$ cat src/rtl/mult_issue_ctrl.sv
// Issue controller for a fixed-latency multiply-add core: registers operands,
// tracks in-flight tags and buffers products in an in-order credit-based FIFO.
module mult_issue_ctrl #(
   parameter int LATENCY = 4,
   parameter int DEPTH   = 4,
   localparam int OW     = $clog2(DEPTH + 1)
) (
   input  logic           clock,
   input  logic           reset,
   input  logic           io_req_valid,
   output logic           io_req_ready,
   input  logic [52:0]    io_req_a,
   input  logic [52:0]    io_req_b,
   input  logic [52:0]    io_req_c,
   input  logic           io_req_sub,
   input  logic [1:0]     io_req_down,
   input  logic [3:0]     io_req_tag,
   output logic [52:0]    io_multiplicand,
   output logic [52:0]    io_multiplier,
   output logic [52:0]    io_addend,
   output logic           io_sub_vld,
   output logic           io_down_0,
   output logic           io_down_1,
   input  logic [105:0]   io_product,
   output logic           io_resp_valid,
   input  logic           io_resp_ready,
   output logic [105:0]   io_resp_product,
   output logic [3:0]     io_resp_tag,
   output logic [OW-1:0]  io_outstanding
);

   localparam int PW = (DEPTH > 1) ? $clog2(DEPTH) : 1;
   localparam logic [PW-1:0] PTR_LAST = PW'(DEPTH - 1);
   localparam logic [OW-1:0] OUT_FULL = OW'(DEPTH);

   function automatic logic [PW-1:0] ptr_inc(input logic [PW-1:0] p);
      return (p == PTR_LAST) ? {PW{1'b0}} : p + PW'(1);
   endfunction

   logic            req_ready_r;
   logic [OW-1:0]   outstanding_r, outstanding_nxt_s;
   logic            accept_s, pop_s, cap_s;
   logic [LATENCY:0] trk_vld_r;
   logic [3:0]      trk_tag_r [LATENCY+1];
   logic [105:0]    mem_product_r [DEPTH];
   logic [3:0]      mem_tag_r [DEPTH];
   logic [PW-1:0]   wr_ptr_r, rd_ptr_r, wr_ptr_nxt_s, rd_ptr_nxt_s;
   logic [OW-1:0]   fifo_cnt_r, fifo_cnt_nxt_s;
   logic            resp_valid_r;
   logic [105:0]    resp_product_r, head_product_s;
   logic [3:0]      resp_tag_r, head_tag_s;
   logic [52:0]     multiplicand_r, multiplier_r, addend_r;
   logic            sub_vld_r, down_0_r, down_1_r;

   assign accept_s = io_req_valid & req_ready_r;
   assign pop_s    = resp_valid_r & io_resp_ready;
   assign cap_s    = trk_vld_r[LATENCY];

   // Next-state for credits, FIFO pointers/occupancy and the head registers.
   always_comb begin
      outstanding_nxt_s = outstanding_r;
      fifo_cnt_nxt_s    = fifo_cnt_r;
      wr_ptr_nxt_s      = wr_ptr_r;
      rd_ptr_nxt_s      = rd_ptr_r;
      head_product_s    = '0;
      head_tag_s        = 4'h0;
      if (accept_s && !pop_s) begin
         outstanding_nxt_s = outstanding_r + OW'(1);
      end else if (!accept_s && pop_s) begin
         outstanding_nxt_s = outstanding_r - OW'(1);
      end else begin
         outstanding_nxt_s = outstanding_r;
      end
      if (cap_s && !pop_s) begin
         fifo_cnt_nxt_s = fifo_cnt_r + OW'(1);
      end else if (!cap_s && pop_s) begin
         fifo_cnt_nxt_s = fifo_cnt_r - OW'(1);
      end else begin
         fifo_cnt_nxt_s = fifo_cnt_r;
      end
      if (cap_s) begin
         wr_ptr_nxt_s = ptr_inc(wr_ptr_r);
      end else begin
         wr_ptr_nxt_s = wr_ptr_r;
      end
      if (pop_s) begin
         rd_ptr_nxt_s = ptr_inc(rd_ptr_r);
      end else begin
         rd_ptr_nxt_s = rd_ptr_r;
      end
      // A capture landing in the next head slot bypasses the memory.
      if (cap_s && (wr_ptr_r == rd_ptr_nxt_s)) begin
         head_product_s = io_product;
         head_tag_s     = trk_tag_r[LATENCY];
      end else begin
         head_product_s = mem_product_r[rd_ptr_nxt_s];
         head_tag_s     = mem_tag_r[rd_ptr_nxt_s];
      end
   end

   // Credit counter, ready flag and operand/control registers to the core.
   always_ff @(posedge clock or negedge reset) begin
      if (!reset) begin
         outstanding_r  <= '0;
         req_ready_r    <= 1'b0;
         multiplicand_r <= 53'd0;
         multiplier_r   <= 53'd0;
         addend_r       <= 53'd0;
         sub_vld_r      <= 1'b0;
         down_0_r       <= 1'b0;
         down_1_r       <= 1'b0;
      end else begin
         outstanding_r <= outstanding_nxt_s;
         req_ready_r   <= (outstanding_nxt_s < OUT_FULL);
         if (accept_s) begin
            multiplicand_r <= io_req_a;
            multiplier_r   <= io_req_b;
            addend_r       <= io_req_c;
            sub_vld_r      <= io_req_sub;
            down_0_r       <= io_req_down[0];
            down_1_r       <= io_req_down[1];
         end else begin
            multiplicand_r <= multiplicand_r;
            multiplier_r   <= multiplier_r;
            addend_r       <= addend_r;
            sub_vld_r      <= sub_vld_r;
            down_0_r       <= down_0_r;
            down_1_r       <= down_1_r;
         end
      end
   end

   // Free-running valid/tag tracker mirroring the core pipeline.
   always_ff @(posedge clock or negedge reset) begin
      if (!reset) begin
         trk_vld_r <= '0;
         for (int i = 0; i <= LATENCY; i++) begin
            trk_tag_r[i] <= 4'h0;
         end
      end else begin
         trk_vld_r    <= {trk_vld_r[LATENCY-1:0], accept_s};
         trk_tag_r[0] <= io_req_tag;
         for (int i = 1; i <= LATENCY; i++) begin
            trk_tag_r[i] <= trk_tag_r[i-1];
         end
      end
   end

   // Result FIFO storage, pointers and registered head.
   always_ff @(posedge clock or negedge reset) begin
      if (!reset) begin
         for (int i = 0; i < DEPTH; i++) begin
            mem_product_r[i] <= '0;
            mem_tag_r[i]     <= 4'h0;
         end
         wr_ptr_r       <= '0;
         rd_ptr_r       <= '0;
         fifo_cnt_r     <= '0;
         resp_valid_r   <= 1'b0;
         resp_product_r <= '0;
         resp_tag_r     <= 4'h0;
      end else begin
         if (cap_s) begin
            mem_product_r[wr_ptr_r] <= io_product;
            mem_tag_r[wr_ptr_r]     <= trk_tag_r[LATENCY];
         end else begin
            mem_product_r[wr_ptr_r] <= mem_product_r[wr_ptr_r];
            mem_tag_r[wr_ptr_r]     <= mem_tag_r[wr_ptr_r];
         end
         wr_ptr_r       <= wr_ptr_nxt_s;
         rd_ptr_r       <= rd_ptr_nxt_s;
         fifo_cnt_r     <= fifo_cnt_nxt_s;
         resp_valid_r   <= (fifo_cnt_nxt_s != '0);
         resp_product_r <= head_product_s;
         resp_tag_r     <= head_tag_s;
      end
   end

   assign io_req_ready    = req_ready_r;
   assign io_outstanding  = outstanding_r;
   assign io_multiplicand = multiplicand_r;
   assign io_multiplier   = multiplier_r;
   assign io_addend       = addend_r;
   assign io_sub_vld      = sub_vld_r;
   assign io_down_0       = down_0_r;
   assign io_down_1       = down_1_r;
   assign io_resp_valid   = resp_valid_r;
   assign io_resp_product = resp_product_r;
   assign io_resp_tag     = resp_tag_r;

endmodule

$ cat config.mk
export PLATFORM = sky130hd
export DESIGN_NAME = mult_issue_ctrl
export DESIGN_NICKNAME = d
export VERILOG_FILES = /design/src/rtl/mult_issue_ctrl.sv
export SDC_FILE = /design/constraint.sdc
export NUM_CORES = 2
export LEC_CHECK = 0
export CAP_MARGIN = 20
export CORE_MARGIN = 2
export CORE_UTILIZATION = 49
export CTS_CLUSTER_DIAMETER = 150
export DETAILED_ROUTE_END_ITERATION = 10
export PLACE_DENSITY_LB_ADDON = 0.25
export SLEW_MARGIN = 10
export SYNTH_ARGS = -nofsm -noshare
export SYNTH_HDL_FRONTEND = slang
export SYNTH_SLANG_ARGS = --single-unit
$ cat constraint.sdc
create_clock -name clock -period 2.1 [get_ports clock]
set_input_delay 0.315 -clock clock [delete_from_list [all_inputs] [get_ports clock]]
set_output_delay 0.315 -clock clock [all_outputs]
set_load 0.1 [all_outputs]
==> flow_summary.json <==
{
  "clk_path_buf_depth": 3,
  "port_buffers": 552,
  "drive_gt1_share_pct": 28.5,
  "worstSetupPathType": "flip-flop to flip-flop",
  "synth-async-reset-ratio_pct": 100,
  "synth.cell_area_um2": 34900,
  "root_buffer": "clkbuf_16",
  "htree_levels": 3,
  "netlist.area_leader.share_pct": 53.8,
  "grtUsageTotal_pct": 30.0,
  "crit_path_end_kind": "flip-flop",
  "io_pins": 553,
  "grt_pass1_vias": 29400,
  "holdPathEnd": "trk_tag_r[19]",
  "synth_area_leaders": "dfrtp_1, mux2i_1, mux4_2",
  "synth_seq_cells": 749,
  "max_stage_delay_ns": 0.39,
  "syn-instance-count": 3020,
  "clk_pin_slew_worst_paths_ns": 0.06,
  "min_path_type": "input pin to flip-flop",
  "wl_um": 116000,
  "dieWidth_um": 271,
  "die_y_um": 271,
  "violations": "negative setup slack",
  "crit_top_cell": "buf_12",
  "crit_required_ns": 2.59,
  "critPathBufInv": 3,
  "numCtsBuffers": 84,
  "firstDrtPassIters": 8,
  "period_share_pct": 106,
  "crit_chain": "ha_2, and4bb_2, a21oi_4, clkinv_4, buf_12, buf_12, mux2i_4, mux2i_2, a211o_1",
  "maxCapViolCount": 0,
  "grt_pass1_wl_um": 172000,
  "setup_viol": 110,
  "final_util_pct": 67.0,
  "r2r_start": "rd_ptr_r[1]",
  "dp_hpwl_um": 73500,
  "tightestPinTransition_ns": 0.814,
  "ys_warn_count": 0,
  "crit_arrival_ns": 2.72,
  "synth_area_leader_cell": "dfrtp_1",
  "clk_latency_ns": 0.62,
  "drt_iter0_drc": 2599,
  "outcome": "complete, but fails checks",
  "r2r_end": "io_resp_product[84]",
  "critPathLaunchType": "flip-flop",
  "core_um2": 70300,
  "relSlewSlack_pct": 45.7,
  "max_freq_ghz": 0.449,
  "cp_top_family": "multiplexers",
  "gp_congestion": 0.875,
  "clock-sinks": 749,
  "drtAntennaViolNets": 0,
  "antenna_found_initial": 23,
  "dieArea_um2": 73300,
  "synth.avg_cell_area_um2": 11.5,
  "overflow": 0,
  "ys_seq_area_share_pct": 53.8,
  "met1_usage_pct": 35.5,
  "wl_per_cell_um": 25.1,
  "route.detailed.drc": 0,
  "synth_edf_count": 0,
  "use_met2_pct": 52.3,
  "ys.flop_type": "dfrtp_1",
  "hold_start": "io_req_tag[3]",
  "finalHoldViolCount": 0,
  "syn_to_final_growth_pct": 35.0,
  "cp_max_fo": 6,
  "top_usage_layer": "met2",
  "rsz0062_at_grt": "yes",
  "worstRegToRegCells": 9,
  "r2r_setup_slack_ns": -0.13,
  "final_max_slew_viol_count": 0,
  "syn_nets": 3307,
  "dr_total_vias": 28400,
  "synth.distinct_cells": 35,
  "hold_path_depth": 1,
  "use_met3_pct": 6.29,
  "clock_skew_ns": 0.0171,
  "grt_max_degree": 88,
  "worst_path_max_delay_cell": "dfrtp_1",
  "viasPerCell": 6.13,
  "initial_core_util_pct": 49.6,
  "layout.nets": 3900,
  "period_minus_slack_ns": 2.23,
  "cts_tree": "yes",
  "num_rows": 97,
  "setup_slack_ns": -0.126
}
worst max-delay path by stage:
| stage | cells after the start | start | endpoint | slack (ns) |
|---|---|---|---|---|
| after floorplan | 9 | io_req_ready | io_req_ready | -0.05 |
| after detailed placement | 7 | io_resp_ready | io_resp_product[21] | -0.38 |
| after global placement | 7 | io_resp_ready | io_resp_product[31] | -0.34 |
| final | 9 | rd_ptr_r[1] | io_resp_product[84] | -0.13 |
| after global routing | 9 | rd_ptr_r[1] | io_resp_product[72] | -0.17 |
| after CTS | 10 | rd_ptr_r[1] | io_resp_product[79] | -0.08 |
cell usage in the layout (no fill, tap or decap), types with 4 or more instances in the layout:
master | netlist | layout
a21oi_1 | 445 | 444
mux2i_2 | 0 | 41
clkdlybuf4s50_1 | 0 | 274
o22ai_2 | 0 | 8
nand3_2 | 0 | 29
clkbuf_1 | 168 | 18
o22ai_1 | 88 | 80
buf_16 | 0 | 15
xnor2_1 | 4 | 4
dfrtp_1 | 749 | 744
buf_6 | 2 | 18
clkinv_2 | 0 | 16
ha_1 | 11 | 6
ha_4 | 0 | 4
dfrtp_4 | 0 | 5
clkbuf_16 | 0 | 106
nand2_1 | 8 | 6
o21ai_0 | 4 | 4
inv_1 | 9 | 7
clkbuf_8 | 0 | 15
o211a_1 | 66 | 66
nand3_1 | 221 | 192
mux2i_4 | 0 | 53
mux2_2 | 162 | 162
nor2_1 | 444 | 443
buf_4 | 0 | 351
inv_6 | 0 | 4
buf_12 | 0 | 82
diode_2 | 0 | 15
mux4_2 | 110 | 110
buf_8 | 0 | 6
a211o_1 | 44 | 44
mux2i_1 | 374 | 280
metrics by stage:
step | TNS [ns] | instance area (µm²) | worst slack, ns | hold WS (ns) | instances
2_1_floorplan | -3.97 | 34900 | -0.0450 | 0.0194 | 3020
3_3_place_gp | -31.85 | 42300 | -0.341 | 0.239 | 4419
3_5_place_dp | -36.54 | 42300 | -0.384 | 0.236 | 4419
4_1_cts | -3.34 | 45700 | -0.0767 | 0.107 | 4584
5_1_grt | -11.31 | 47100 | -0.166 | 0.130 | 4626
6_report | -6.16 | 47100 | -0.126 | 0.144 | 4626
kinds of logic (layout without fill, tap and decap cells):
kind of cell             Yosys count  count (layout)  synth area share (%)
flip-flops                       749             749                  53.8
AND/OR/NAND/NOR                  684             684                  8.28
AO/OA/AOI/OAI                    655             655                  11.2
multiplexers                     646             646                  23.1
buffers and inverters            270             921                  3.17
adder cells (fa/ha/maj)           11              11                 0.395
XOR/XNOR                           5               5                 0.126
other                              0              15                     0
registers in the layout, summed over array words and instances, names as in the netlist:
name,cells
mem_product_r,424
io_resp_product,106
io_addend,53
io_multiplicand,53
io_multiplier,53
trk_tag_r,20
mem_tag_r,16
trk_vld_r,5
io_resp_tag,4
fifo_cnt_r,3
io_outstanding,3
rd_ptr_r,2
wr_ptr_r,2
io_down_0,1
io_down_1,1
io_req_ready,1
io_resp_valid,1
io_sub_vld,1
Yosys cell counts, types with 8 or more instances:
master      n
mux4_2    110
dfrtp_1   749
mux2_2    162
nand2_1     8
a211o_1    44
o211a_1    66
nor2_1    444
o22ai_1    88
ha_1       11
nand3_1   221
inv_1       9
buf_1      28
clkbuf_1  168
buf_2      61
a21oi_1   445
mux2i_1   374
final cells by class:
cell class	count	area, µm²
Sequential cell	749	18800
Antenna cell	15	37.5
Multi-Input combinational cell	2001	16200
Timing Repair Buffer	766	8210
Fill cell	4963	23200
Clock buffer	120	2450
Tap cell	940	1180
Inverter	11	56.3
Clock inverter	24	213
timing repair:
action / CTS / global route
hold buffers: 1 / 0
cloned: 8 / 23
resized for setup: 95 / 140
pin swaps: 13 / 66
endpoints found under the hold margin: 112 / 0
setup buffers: 13 / 5
setup endpoints to repair: 110 / 151
per-layer routing:
metal	routed length, µm	vias up
met5	27	-
met4	5140	4
met3	9350	290
met2	59600	1480
met1	42000	14400
li1	-	12200
Power is left out: the tool's default activity adds up to more than one toggle a clock period on the data nets, which glitch-free logic cannot reach.
